===== config.mk =====
export PLATFORM = sky130hd
export DESIGN_NAME = spi_master_shifter
export DESIGN_NICKNAME = d
export VERILOG_FILES = /design/src/rtl/spi_pkg.sv /design/src/rtl/spi_clk_en_gen.sv /design/src/rtl/spi_master_shifter.sv
export SDC_FILE = /design/constraint.sdc
export NUM_CORES = 1
export LEC_CHECK = 0
export CORE_MARGIN = 8
export CORE_UTILIZATION = 59
export CTS_BUF_LIST = sky130_fd_sc_hd__clkbuf_4 sky130_fd_sc_hd__clkbuf_8
export CTS_CLUSTER_DIAMETER = 200
export CTS_CLUSTER_SIZE = 24
export DETAILED_ROUTE_END_ITERATION = 10
export PLACE_DENSITY_LB_ADDON = 0.3
export REMOVE_ABC_BUFFERS = 1
export SLEW_MARGIN = 20
export SYNTH_ARGS = -nofsm -noshare
export SYNTH_HDL_FRONTEND = slang
export SYNTH_SLANG_ARGS = --single-unit

===== constraint.sdc =====
create_clock -name PCLK -period 5.1 [get_ports PCLK]
set_clock_uncertainty 0.1 [all_clocks]
set_input_delay 0.765 -clock PCLK [delete_from_list [all_inputs] [get_ports PCLK]]
set_output_delay 0.765 -clock PCLK [all_outputs]
set_load 0.1 [all_outputs]

===== src/rtl/spi_pkg.sv =====
// Shared definitions for the SPI master: FSM state encoding and parameter defaults.
package spi_pkg;

  typedef enum logic [1:0] {
    IDLE     = 2'd0,
    SETUP    = 2'd1,
    TRANSFER = 2'd2,
    HOLD     = 2'd3
  } spi_state_e;

  localparam int SPI_CLK_DIV_DEFAULT = 4;
  localparam int SPI_DATA_W_DEFAULT  = 8;

endpackage


===== src/rtl/spi_clk_en_gen.sv =====
// Half-period tick generator: one-cycle tick every CLK_DIV PCLK cycles, restartable via clear.
module spi_clk_en_gen
  import spi_pkg::*;
#(
  parameter int CLK_DIV = SPI_CLK_DIV_DEFAULT
) (
  input  logic PCLK,
  input  logic PRESET,
  input  logic clear,
  output logic tick
);

  localparam int CW = $clog2(CLK_DIV + 1);

  logic [CW-1:0] cnt;

  assign tick = (cnt == CW'(CLK_DIV - 1));

  always_ff @(posedge PCLK) begin
    if (PRESET || clear || tick) begin
      cnt <= '0;
    end else begin
      cnt <= cnt + CW'(1);
    end
  end

endmodule


===== src/rtl/spi_master_shifter.sv =====
// SPI master: one DATA_W-bit full-duplex frame per accepted start, MSB first, modes set by CPOL/CPHA.
// done pulses CLK_DIV*(2*DATA_W+2)+1 cycles after start; start is ignored while busy.
module spi_master_shifter
  import spi_pkg::*;
#(
  parameter int CLK_DIV = SPI_CLK_DIV_DEFAULT,
  parameter int DATA_W  = SPI_DATA_W_DEFAULT,
  parameter bit CPOL    = 1'b0,
  parameter bit CPHA    = 1'b0
) (
  input  logic              PCLK,
  input  logic              PRESET,
  input  logic              start,
  input  logic [DATA_W-1:0] tx_data,
  output logic              busy,
  output logic              done,
  output logic [DATA_W-1:0] rx_data,
  output logic              SCLK,
  output logic              MOSI,
  input  logic              MISO,
  output logic              SS_n
);

  if (CLK_DIV < 1 || DATA_W < 1) begin : g_param_check
    $error("spi_master_shifter: CLK_DIV and DATA_W must both be at least 1");
  end

  localparam int EW = $clog2(2 * DATA_W + 1);

  spi_state_e        state, state_nxt;
  logic [EW-1:0]     edge_cnt;
  logic [DATA_W-1:0] tx_sr;
  logic [DATA_W-1:0] rx_sr;
  logic              tick;
  logic              clear;
  logic              xfer_tick;
  logic              lead_edge;
  logic              trail_edge;
  logic              last_edge;
  logic              shift_out;
  logic              sample_in;

  spi_clk_en_gen #(
    .CLK_DIV(CLK_DIV)
  ) u_clk_en (
    .PCLK  (PCLK),
    .PRESET(PRESET),
    .clear (clear),
    .tick  (tick)
  );

  // Edge numbering starts at 1, so an even edge_cnt means the coming edge is odd (leading).
  assign xfer_tick  = tick && (state == TRANSFER);
  assign lead_edge  = xfer_tick && !edge_cnt[0];
  assign trail_edge = xfer_tick && edge_cnt[0];
  assign last_edge  = (edge_cnt == EW'(2 * DATA_W - 1));
  assign shift_out  = CPHA ? lead_edge : (trail_edge && !last_edge);
  assign sample_in  = CPHA ? trail_edge : lead_edge;

  assign busy  = (state != IDLE);
  assign clear = (state_nxt != state);

  always_comb begin
    state_nxt = state;
    case (state)
      IDLE:     if (start) state_nxt = SETUP;
      SETUP:    if (tick) state_nxt = TRANSFER;
      TRANSFER: if (tick && last_edge) state_nxt = HOLD;
      HOLD:     if (tick) state_nxt = IDLE;
      default:  state_nxt = IDLE;
    endcase
  end

  always_ff @(posedge PCLK) begin
    if (PRESET) begin
      state    <= IDLE;
      SCLK     <= CPOL;
      SS_n     <= 1'b1;
      MOSI     <= 1'b0;
      done     <= 1'b0;
      rx_data  <= '0;
      edge_cnt <= '0;
      tx_sr    <= '0;
      rx_sr    <= '0;
    end else begin
      state <= state_nxt;
      done  <= 1'b0;

      if (state == IDLE && start) begin
        SS_n     <= 1'b0;
        SCLK     <= CPOL;
        edge_cnt <= '0;
        rx_sr    <= '0;
        // CPHA=0 presents the MSB before the first edge; CPHA=1 drives it on edge 1.
        if (CPHA) begin
          tx_sr <= tx_data;
          MOSI  <= 1'b0;
        end else begin
          tx_sr <= tx_data << 1;
          MOSI  <= tx_data[DATA_W-1];
        end
      end

      if (xfer_tick) begin
        SCLK     <= ~SCLK;
        edge_cnt <= edge_cnt + EW'(1);
      end

      if (shift_out) begin
        MOSI  <= tx_sr[DATA_W-1];
        tx_sr <= tx_sr << 1;
      end

      if (sample_in) begin
        rx_sr <= DATA_W'({rx_sr, MISO});
      end

      if (state == HOLD && tick) begin
        SS_n    <= 1'b1;
        done    <= 1'b1;
        rx_data <= rx_sr;
        MOSI    <= 1'b0;
      end
    end
  end

endmodule


==> metrics.txt, run 1 <==
Row Count 19; Max stage delay cell, worst path clkdlybuf4s50_1; status finished, final reports clean; Leak 0.0006644 µW; max incr delay on CP 1120 ps; largest area contributor in the netlist dfxtp_1; Clock Sink Count 37; Setup crit start kind register; initial core utilization 60.10%; min Tclk post-route 3122 ps; Yosys reg bits 37; Fin. Hold Viols 0; First-pass DRT Iterations 5; Avg Cell Area, Syn 9.940 µm²; Synth area leaders dfxtp_1 46%, a311oi_2 5.6%, nand2_1 5.6%; Yosys warning count 0; Die X 68.08 µm; DPL Wire Length 2235 µm; WP data arrival 2260 ps; post_cts resized 0; die area 4635 µm²; initial antenna violation count 0; area share of the largest cell type after synthesis 46.29%; Longest Clk Path Bufs 2; Int Pwr 398.2 µW; worst reg-to-reg setup slack 2880 ps; Final Setup Violations 0; n_diodes 0; PwrDens 291.4 nW/µm²; DR vias 1227; Worst EP required 4240 ps; Syn-to-layout area delta 15.56%; nets 195; Cells after DPL 203; Worst setup EP type output port; PnR worst setup slack 1978 ps; CP Buf/Inv Count 1; period utilization 61.22%; setup_tns 0 ps; GPL Wtd Cong 0.8025; CP top delay family buffers and inverters; Worst Tran Pin Value 990.2 ps; clock tree from TritonCTS built; Worst Hold Class register to register; Max Cap Viol 0; fill count 224; GRT Overall Usage 14.92%; ANT nets after route 0; number of global-route vias before repair 1178; global-route wire length before repair 5237 µm; critical path depth 2; drt via density 5.815; Critical Path Fanout Max 10; switch share 26.09%; Peak Freq 320.3 MHz; Comb pwr share 10.4%; CTS buffer count 5; Flop pwr share 55.9%; Wirelength per Cell 15.36 µm; CTS H-Tree Depth 2; Seq. cell area 740.7 µm²; top cells by count, synth 37 x dfxtp_1, 24 x nand2_1, 16 x a21oi_1; RSZ-0062 raised after global routing false; Die H 68.08 µm; WHS Path Cells 2; Iteration-0 DRC Markers 91; DRT Wirelength 3240 µm; Final Slew Violations 0; Clock power frac 33.7%; pre-CTS WS 2369 ps; Slew HR 33.78%; top-count cell post-synth dfxtp_1; Synth Cell Area 1600 µm²; non-filler cells, final 211; Post-synth top flop dfxtp_1; root buffer cell clkbuf_4; reg2reg path depth 6; post-CTS repair timing setup buffer count 0; grt total ovfl 0; async set-or-reset flop fraction in the synthesized netlist 0%; hold_buf cts 0; largest net degree at the start of global routing 29; maximum VDD drop 0.2408 mV; io pins 25; Core Footprint 2663 µm²; library cells used by synthesis 37; worst-skew pair later-pin latency 350 ps; share of cells above drive strength 1 12.22%; critical path class register to output port; Mapped Cells 161; Net Switching 140.6 µW; number of flops mapped to enable cells by yosys 0; sequential share of the synthesized area 46.29%; clock transition at the registers of the reported paths 110 ps; critical-path cell list or2_2 -> clkdlybuf4s50_1; residual DRC count 0; Multi-input gate area 740.7 µm²; Port Buffers 24
-- routing by layer --
metal	up-vias	part of all wire [%]	wire (µm)	global-route usage, %
met5	-	0	0	0
met4	0	1.6	53	5.882
met3	5	6.0	194	6.056
met2	32	49	1585	24.97
met1	575	43	1407	16.57
li1	615	-	-	-
-- registers in the layout, indices dropped and copies added (netlist names) --
register	cells
edge_cnt	5
rx_data	8
rx_sr	8
tx_sr	7
u_clk_en.cnt	3
state	2
SS_n	1
MOSI	1
done	1
SCLK	1
-- layout by cell type, fill, tap and decap left out, types with 2 or more instances in the layout --
cell type        netlist  final
nand2b_1               3      3
mux2i_1                2      2
nor3_1                 7      7
nor4_1                 2      2
nand2_1               24     24
inv_1                  3      3
clkbuf_8               0      2
nor2_1                 2      2
clkdlybuf4s50_1        0     24
nand3_1               14     14
a311oi_2               6      6
clkbuf_4               0      5
a21oi_1               16     16
a22o_1                 8      8
ha_1                   4      4
dfxtp_1               37     37
-- final timing paths --
check	to	from
min reg2reg	SS_n	SS_n
min	SS_n	SS_n
max reg2reg	tx_sr[2]	edge_cnt[0]
max	busy	state[1]
-- stage by stage --
step	hold WS (ps)	power, µW	utilization [%]	instance area, µm²
after floorplan	303.7	341.4	-	1493
after global placement	314.1	361.9	66.82	1779
after detailed placement	341.9	364.1	66.82	1779
after CTS	357.4	536.6	69.45	1849
after global routing	375.7	554.8	69.45	1849
final	354.3	538.8	69.45	1849
-- cell families (layout without fill, tap and decap cells) --
| group | Yosys count | after routing | share of synthesized area [%] |
|---|---|---|---|
| simple gates | 64 | 64 | 22.91 |
| flops | 37 | 37 | 46.29 |
| compound gates | 35 | 35 | 17.75 |
| buf+inv | 17 | 36 | 7.427 |
| xor+xnor | 1 | 1 | 0.5474 |
| fa+ha+maj | 4 | 4 | 3.128 |
| mux | 3 | 3 | 1.955 |
-- worst reg2reg max path, cell delays in order, from the launching register on --
cell and delay [ps]:
dfxtp_1 390, ha_1 250, and3_1 190, ha_1 200, nand2b_1 300, or2_1 430, a311oi_2 280
-- cell type report --
type	instances	share of cell area [%]
Clock buffer	7	3.518
Clock inverter	1	0.2706
Inverter	3	0.6089
Multi-Input combinational cell	107	40.05
Sequential cell	37	40.05
Tap cell	31	2.097
Timing Repair Buffer	25	13.40
-- power by group through the flow --
stage | clock (µW) | sequential, µW | combinational, µW
6_report | 181 | 301 | 56.3
5_1_grt | 193 | 302 | 59.7
4_1_cts | 179 | 301 | 56.6
3_5_place_dp | 0 | 307 | 56.6
3_3_place_gp | 0 | 307 | 55.1
2_1_floorplan | 0 | 315 | 26.4
Power figures use the tool's default switching activity.
==> run 2: changes to the inputs <==
--- a/config.mk
+++ b/config.mk
@@ -6,7 +6,7 @@
 export NUM_CORES = 1
 export LEC_CHECK = 0
 export CORE_MARGIN = 8
-export CORE_UTILIZATION = 59
+export CORE_UTILIZATION = 49
 export CTS_BUF_LIST = sky130_fd_sc_hd__clkbuf_4 sky130_fd_sc_hd__clkbuf_8
 export CTS_CLUSTER_DIAMETER = 200
 export CTS_CLUSTER_SIZE = 24
==> constraint.sdc (replaced) <==
create_clock -name PCLK -period 2.8 [get_ports PCLK]
set_clock_uncertainty 0.1 [all_clocks]
set_input_delay 0.42 -clock PCLK [delete_from_list [all_inputs] [get_ports PCLK]]
set_output_delay 0.42 -clock PCLK [all_outputs]
set_load 0.1 [all_outputs]
==> metrics.txt, run 2 (same netlist as run 1, synthesis figures left out) <==
critical path depth 6 (+4); Max stage delay cell, worst path or2_1; CP Buf/Inv Count 0 (-1); Row Count 20 (+1); worst-skew pair later-pin latency 350 ps (about the same); Core Footprint 3078 µm² (+16%); nets 196 (+0.51%); GRT Overall Usage 13.34% (-1.6 points); number of global-route vias before repair 1198 (+1.7%); max incr delay on CP 420 ps (-700 ps); Fin. Hold Viols 0 (unchanged); non-filler cells, final 225 (+6.6%); Net Switching 263.3 µW (+87%); commonest non-fill, non-tap cell in the layout dfxtp_1; clock transition at the registers of the reported paths 120 ps (about the same); Peak Freq 470.7 MHz; Worst Tran Pin Value 559.9 ps (-430.3 ps); Critical Path Sink tx_sr[3]; Port Buffers 24 (unchanged); drt via density 5.551 (-4.5%); reg2reg path depth 6 (unchanged); initial core utilization 51.99% (-8.1 points); hold_ws 341.6 ps (-12.66 ps); CTS buffer count 5 (unchanged); met1 usage in global routing 15.61% (-0.96 points); root buffer cell clkbuf_4; period utilization 75.88%; Comb pwr share 9.2% (-1.2 points); WP data arrival 2290 ps (+30 ps); Wirelength per Cell 14.65 µm (-4.6%); Syn-to-layout area delta 17.28%; share of cells above drive strength 1 19.89% (+7.7 points); post-CTS repair timing setup buffer count 0 (unchanged); critical path class register to register; hold_buf cts 0 (unchanged); Iteration-0 DRC Markers 73 (-20%); most frequent cell on the critical path ha_1; biggest regs rx_data: 8 flops, rx_sr: 8 flops, tx_sr: 7 flops; total power 1124 µW (+110%); Final Setup Violations 0 (unchanged); Clock power frac 42.0% (+8.3 points); Worst setup EP type register; Cells after DPL 217 (+6.9%); WHS Path Cells 1 (-1); critical-path cell list ha_1 -> and3_1 -> ha_1 -> nand2b_1 -> or2_1 -> a311oi_2; status finished, final reports clean; Flop pwr share 48.8% (-7.1 points); n_diodes 0 (unchanged); Max Cap Viol 0 (unchanged); min Tclk post-route 2125 ps; RR Endpoint tx_sr[3]; initial antenna violation count 0 (unchanged); worst reg-to-reg setup slack 680 ps (-2200 ps); RSZ-0062 raised after global routing false; Clock Sink Count 37 (unchanged); DR vias 1249 (+1.8%); First-pass DRT Iterations 4 (-1); Leak 0.0007078 µW (+6.5%); switch share 23.43% (-2.7 points); setup_tns 0 ps (unchanged); global-route wire length before repair 5595 µm (+6.8%); Critical Path Start edge_cnt[0]; grt total ovfl 0 (unchanged); met3 Usage GRT 5.495% (-0.56 points); Slew HR 62.55% (+29 points); Die X 73.15 µm (+7.4%); Die H 73.15 µm (+7.4%); post_cts resized 0 (unchanged); Critical Path Fanout Max 9 (-1); met2 Usage GRT 20.95% (-4.0 points); most frequent cells in the layout 37 x dfxtp_1, 24 x nand2_1, 16 x a21oi_1, 15 x buf_4, 14 x nand3_1; DPL Wire Length 2327 µm (+4.1%); largest net degree at the start of global routing 21 (-28%); Longest Clk Path Bufs 2 (unchanged); Int Pwr 860.6 µW (+120%); die area 5350 µm² (+15%); Worst Hold Class register to register; Setup crit start kind register; clock tree from TritonCTS built; residual DRC count 0 (unchanged); CTS H-Tree Depth 2 (unchanged); Final Slew Violations 0 (unchanged); maximum VDD drop 0.3233 mV (+34%); ANT nets after route 0 (unchanged); io pins 25 (unchanged); DRT Wirelength 3297 µm (+1.8%); Hold Path Origin u_clk_en.cnt[0]; gr busiest metal met2; CP top delay family simple AND/OR/NAND/NOR gates; worst r2r src edge_cnt[0]; GPL Wtd Cong 0.7452 (-7.1%); Worst EP required 2960 ps (-1280 ps); PwrDens 598.8 nW/µm² (+110%)
==> run 2: changes by cell type in the layout (fill, tap and decap cells not counted), sizes merged <==
| cell | before | now |
|---|---|---|
| bufinv | 0 | 2 |
| buf | 1 | 15 |
| clkbuf | 7 | 5 |
| inv | 3 | 4 |
| clkinv | 1 | 0 |
| clkdlybuf4s50 | 24 | 11 |
==> run 2: worst min path at each step <==
stage                            endpoint  slack, ps
after floorplan           u_clk_en.cnt[0]        300
after global placement    u_clk_en.cnt[0]        320
after detailed placement  u_clk_en.cnt[0]        330
after CTS                 u_clk_en.cnt[0]        350
after global routing      u_clk_en.cnt[0]        380
final                     u_clk_en.cnt[0]        340
==> run 2: area by class of cell <==
| cell class | count | area, µm² |
|---|---|---|
| timing repair buffer | 26 | 222.7 |
| fill | 277 | 1201 |
| sequential | 37 | 740.7 |
| inverter | 3 | 11.26 |
| tap | 44 | 55.05 |
| multi-input combinational | 107 | 740.7 |
| clock buffer | 5 | 37.54 |
| clock inverter | 3 | 68.82 |
==> run 2: power groups by stage <==
stage	registers (µW)	clock network, µW	logic [µW]
2_1_floorplan	574	0	48.1
3_3_place_gp	560	0	101
3_5_place_dp	560	0	103
4_1_cts	548	482	104
5_1_grt	550	506	111
6_report	548	472	103
==> run 2: worst reg2reg max path, cell delays in order (launching register included) <==
cell and delay (ps):
dfxtp_1 370, ha_1 240, and3_1 190, ha_1 190
nand2b_1 280, or2_1 420, a311oi_2 250
==> run 2: stage by stage <==
stage / setup WS, ps / utilization, % / cell area (µm²)
6_report: 675.5 / 60.98 / 1877
5_1_grt: 525.3 / 60.98 / 1877
4_1_cts: 679.9 / 60.98 / 1877
3_5_place_dp: 728.2 / 57.52 / 1770
3_3_place_gp: 753.2 / 57.52 / 1770
2_1_floorplan: 939.5 / - / 1493
==> run 2: per-layer routing <==
metal | part of all wire [%] | vias to the layer above
met5 | 0 | -
met4 | 1.1 | 0
met3 | 7.4 | 5
met2 | 48 | 34
met1 | 44 | 592
li1 | - | 618
==> run 3: changes to the inputs <==
--- a/config.mk
+++ b/config.mk
@@ -6,7 +6,7 @@
 export NUM_CORES = 1
 export LEC_CHECK = 0
 export CORE_MARGIN = 8
-export CORE_UTILIZATION = 49
+export CORE_UTILIZATION = 55
 export CTS_BUF_LIST = sky130_fd_sc_hd__clkbuf_4 sky130_fd_sc_hd__clkbuf_8
 export CTS_CLUSTER_DIAMETER = 200
 export CTS_CLUSTER_SIZE = 24
==> constraint.sdc (replaced) <==
create_clock -name PCLK -period 2.2 [get_ports PCLK]
set_clock_uncertainty 0.1 [all_clocks]
set_input_delay 0.33 -clock PCLK [delete_from_list [all_inputs] [get_ports PCLK]]
set_output_delay 0.33 -clock PCLK [all_outputs]
set_load 0.1 [all_outputs]
==> metrics.txt, run 3 (same netlist as run 1, synthesis figures left out) <==
status finished, final reports clean; WP data arrival 2180 ps (-110 ps); Worst Hold Class register to register; Iteration-0 DRC Markers 60 (-18%); Final Setup Violations 0 (unchanged); WHS Path Cells 1 (unchanged); number of global-route vias before repair 1212 (+1.2%); most frequent cells in the layout 37 x dfxtp_1, 24 x nand2_1, 16 x a21oi_1, 15 x buf_4, 14 x nand3_1; nets 197 (+0.51%); Wirelength per Cell 15.19 µm (+3.7%); reg2reg path depth 5 (-1); Longest Clk Path Bufs 2 (unchanged); global-route wire length before repair 5347 µm (-4.4%); io pins 25 (unchanged); die area 4892 µm² (-8.6%); First-pass DRT Iterations 4 (unchanged); post-CTS repair timing setup buffer count 0 (unchanged); Worst Tran Pin Value 550.1 ps (-9.875 ps); Critical Path Fanout Max 16 (+7); Hold Path Origin u_clk_en.cnt[0]; max incr delay on CP 430 ps (about the same); residual DRC count 0 (unchanged); post_cts resized 0 (unchanged); Worst setup EP type register; CTS H-Tree Depth 2 (unchanged); Multi-input gate area 740.7 µm² (unchanged); GRT Overall Usage 12.91% (-0.43 points); initial core utilization 58.03% (+6.0 points); grt total ovfl 0 (unchanged); CP Buf/Inv Count 0 (unchanged); CP top delay family simple AND/OR/NAND/NOR gates; Seq. cell area 740.7 µm² (unchanged); CTS buffer count 5 (unchanged); GPL Wtd Cong 0.8022 (+7.6%); ANT nets after route 0 (unchanged); share of cells above drive strength 1 19.89% (unchanged); clock tree from TritonCTS built; Row Count 19 (-5.0%); initial antenna violation count 0 (unchanged); clock transition at the registers of the reported paths 110 ps (about the same); RR Endpoint tx_sr[3]; fill count 233 (-16%); pre-CTS WS 190.4 ps (-537.8 ps); Die X 69.94 µm (-4.4%); Fin. Hold Viols 0 (unchanged); Peak Freq 496.1 MHz (+5.4%); Setup crit start kind register; RSZ-0062 raised after global routing false; Syn-to-layout area delta 15.40%; worst reg-to-reg setup slack 180 ps (-490 ps); Max Cap Viol 0 (unchanged); DPL Wire Length 2292 µm (-1.5%); hold_buf cts 0 (unchanged); maximum VDD drop 0.7799 mV (+140%); Min-Delay Endpoint u_clk_en.cnt[0]; drt via density 5.896 (+6.2%); period utilization 91.62% (+16 points); Core Footprint 2758 µm² (-10%); biggest regs rx_data: 8 flops, rx_sr: 8 flops, tx_sr: 7 flops; DR vias 1250 (+0.080%); Leak 0.0007011 µW (-0.94%); min Tclk post-route 2016 ps (-108.9 ps); root buffer cell clkbuf_4; Port Buffers 24 (unchanged); worst-skew pair later-pin latency 340 ps (about the same); final design utilization 66.97% (+6.0 points); commonest non-fill, non-tap cell in the layout dfxtp_1; Clock Sink Count 37 (unchanged); most frequent cell on the critical path ha_1; Worst EP required 2360 ps (-600 ps); n_diodes 0 (unchanged); largest net degree at the start of global routing 21 (unchanged); critical path class register to register; Final Slew Violations 0 (unchanged); Slew HR 63.21% (+0.66 points); critical-path cell list ha_1 -> ha_1 -> nand3b_4 -> or2_1 -> a311oi_2; worst r2r src u_clk_en.cnt[0]; PnR worst setup slack 184.4 ps (-491.1 ps); PwrDens 692.6 nW/µm² (+16%); Max stage delay cell, worst path or2_1; setup_tns 0 ps (unchanged); DRT Wirelength 3220 µm (-2.3%); Die H 69.94 µm (-4.4%)
run 3: routing by layer:
layer / GRT usage (%) / part of all wire [%]
met1: 14.30 / 45
met5: 0 / 0
met3: 4.096 / 4.6
met2: 22.13 / 49
met4: 5.357 / 1.3
run 3: power by group:
group | internal (µW) | total [µW] | switching, µW
Clock | 231 | 446 | 215
Sequential | 685 | 698 | 12.2
Combinational | 56.1 | 135 | 78.9
run 3: worst max path at each step:
stage | from | to | slack [ps] | cells after the start
after floorplan | edge_cnt[0] | tx_sr[2] | 340 | 6
after global placement | start | MOSI | 260 | 4
after detailed placement | u_clk_en.cnt[0] | tx_sr[6] | 190 | 5
after CTS | u_clk_en.cnt[0] | tx_sr[2] | 170 | 5
after global routing | u_clk_en.cnt[0] | tx_sr[4] | 30 | 5
final | u_clk_en.cnt[0] | tx_sr[3] | 180 | 5
run 3: cell type report:
type                            count  area share, %
Tap cell                           31          2.100
Sequential cell                    37          40.11
Multi-Input combinational cell    107          40.11
Clock buffer                        5          2.033
Inverter                            3         0.6098
Clock inverter                      2          1.897
Timing Repair Buffer               27          13.14
run 3: per-stage QoR:
step           cells  instance area (µm²)  total power (µW)  hold WS, ps
2_1_floorplan    147                 1493             791.5        297.9
3_3_place_gp     205                 1774             844.9        316.2
3_5_place_dp     205                 1774             848.7        325.7
4_1_cts          212                 1847              1286        341.1
5_1_grt          212                 1847              1325        360.9
6_report         212                 1847              1279        334.2
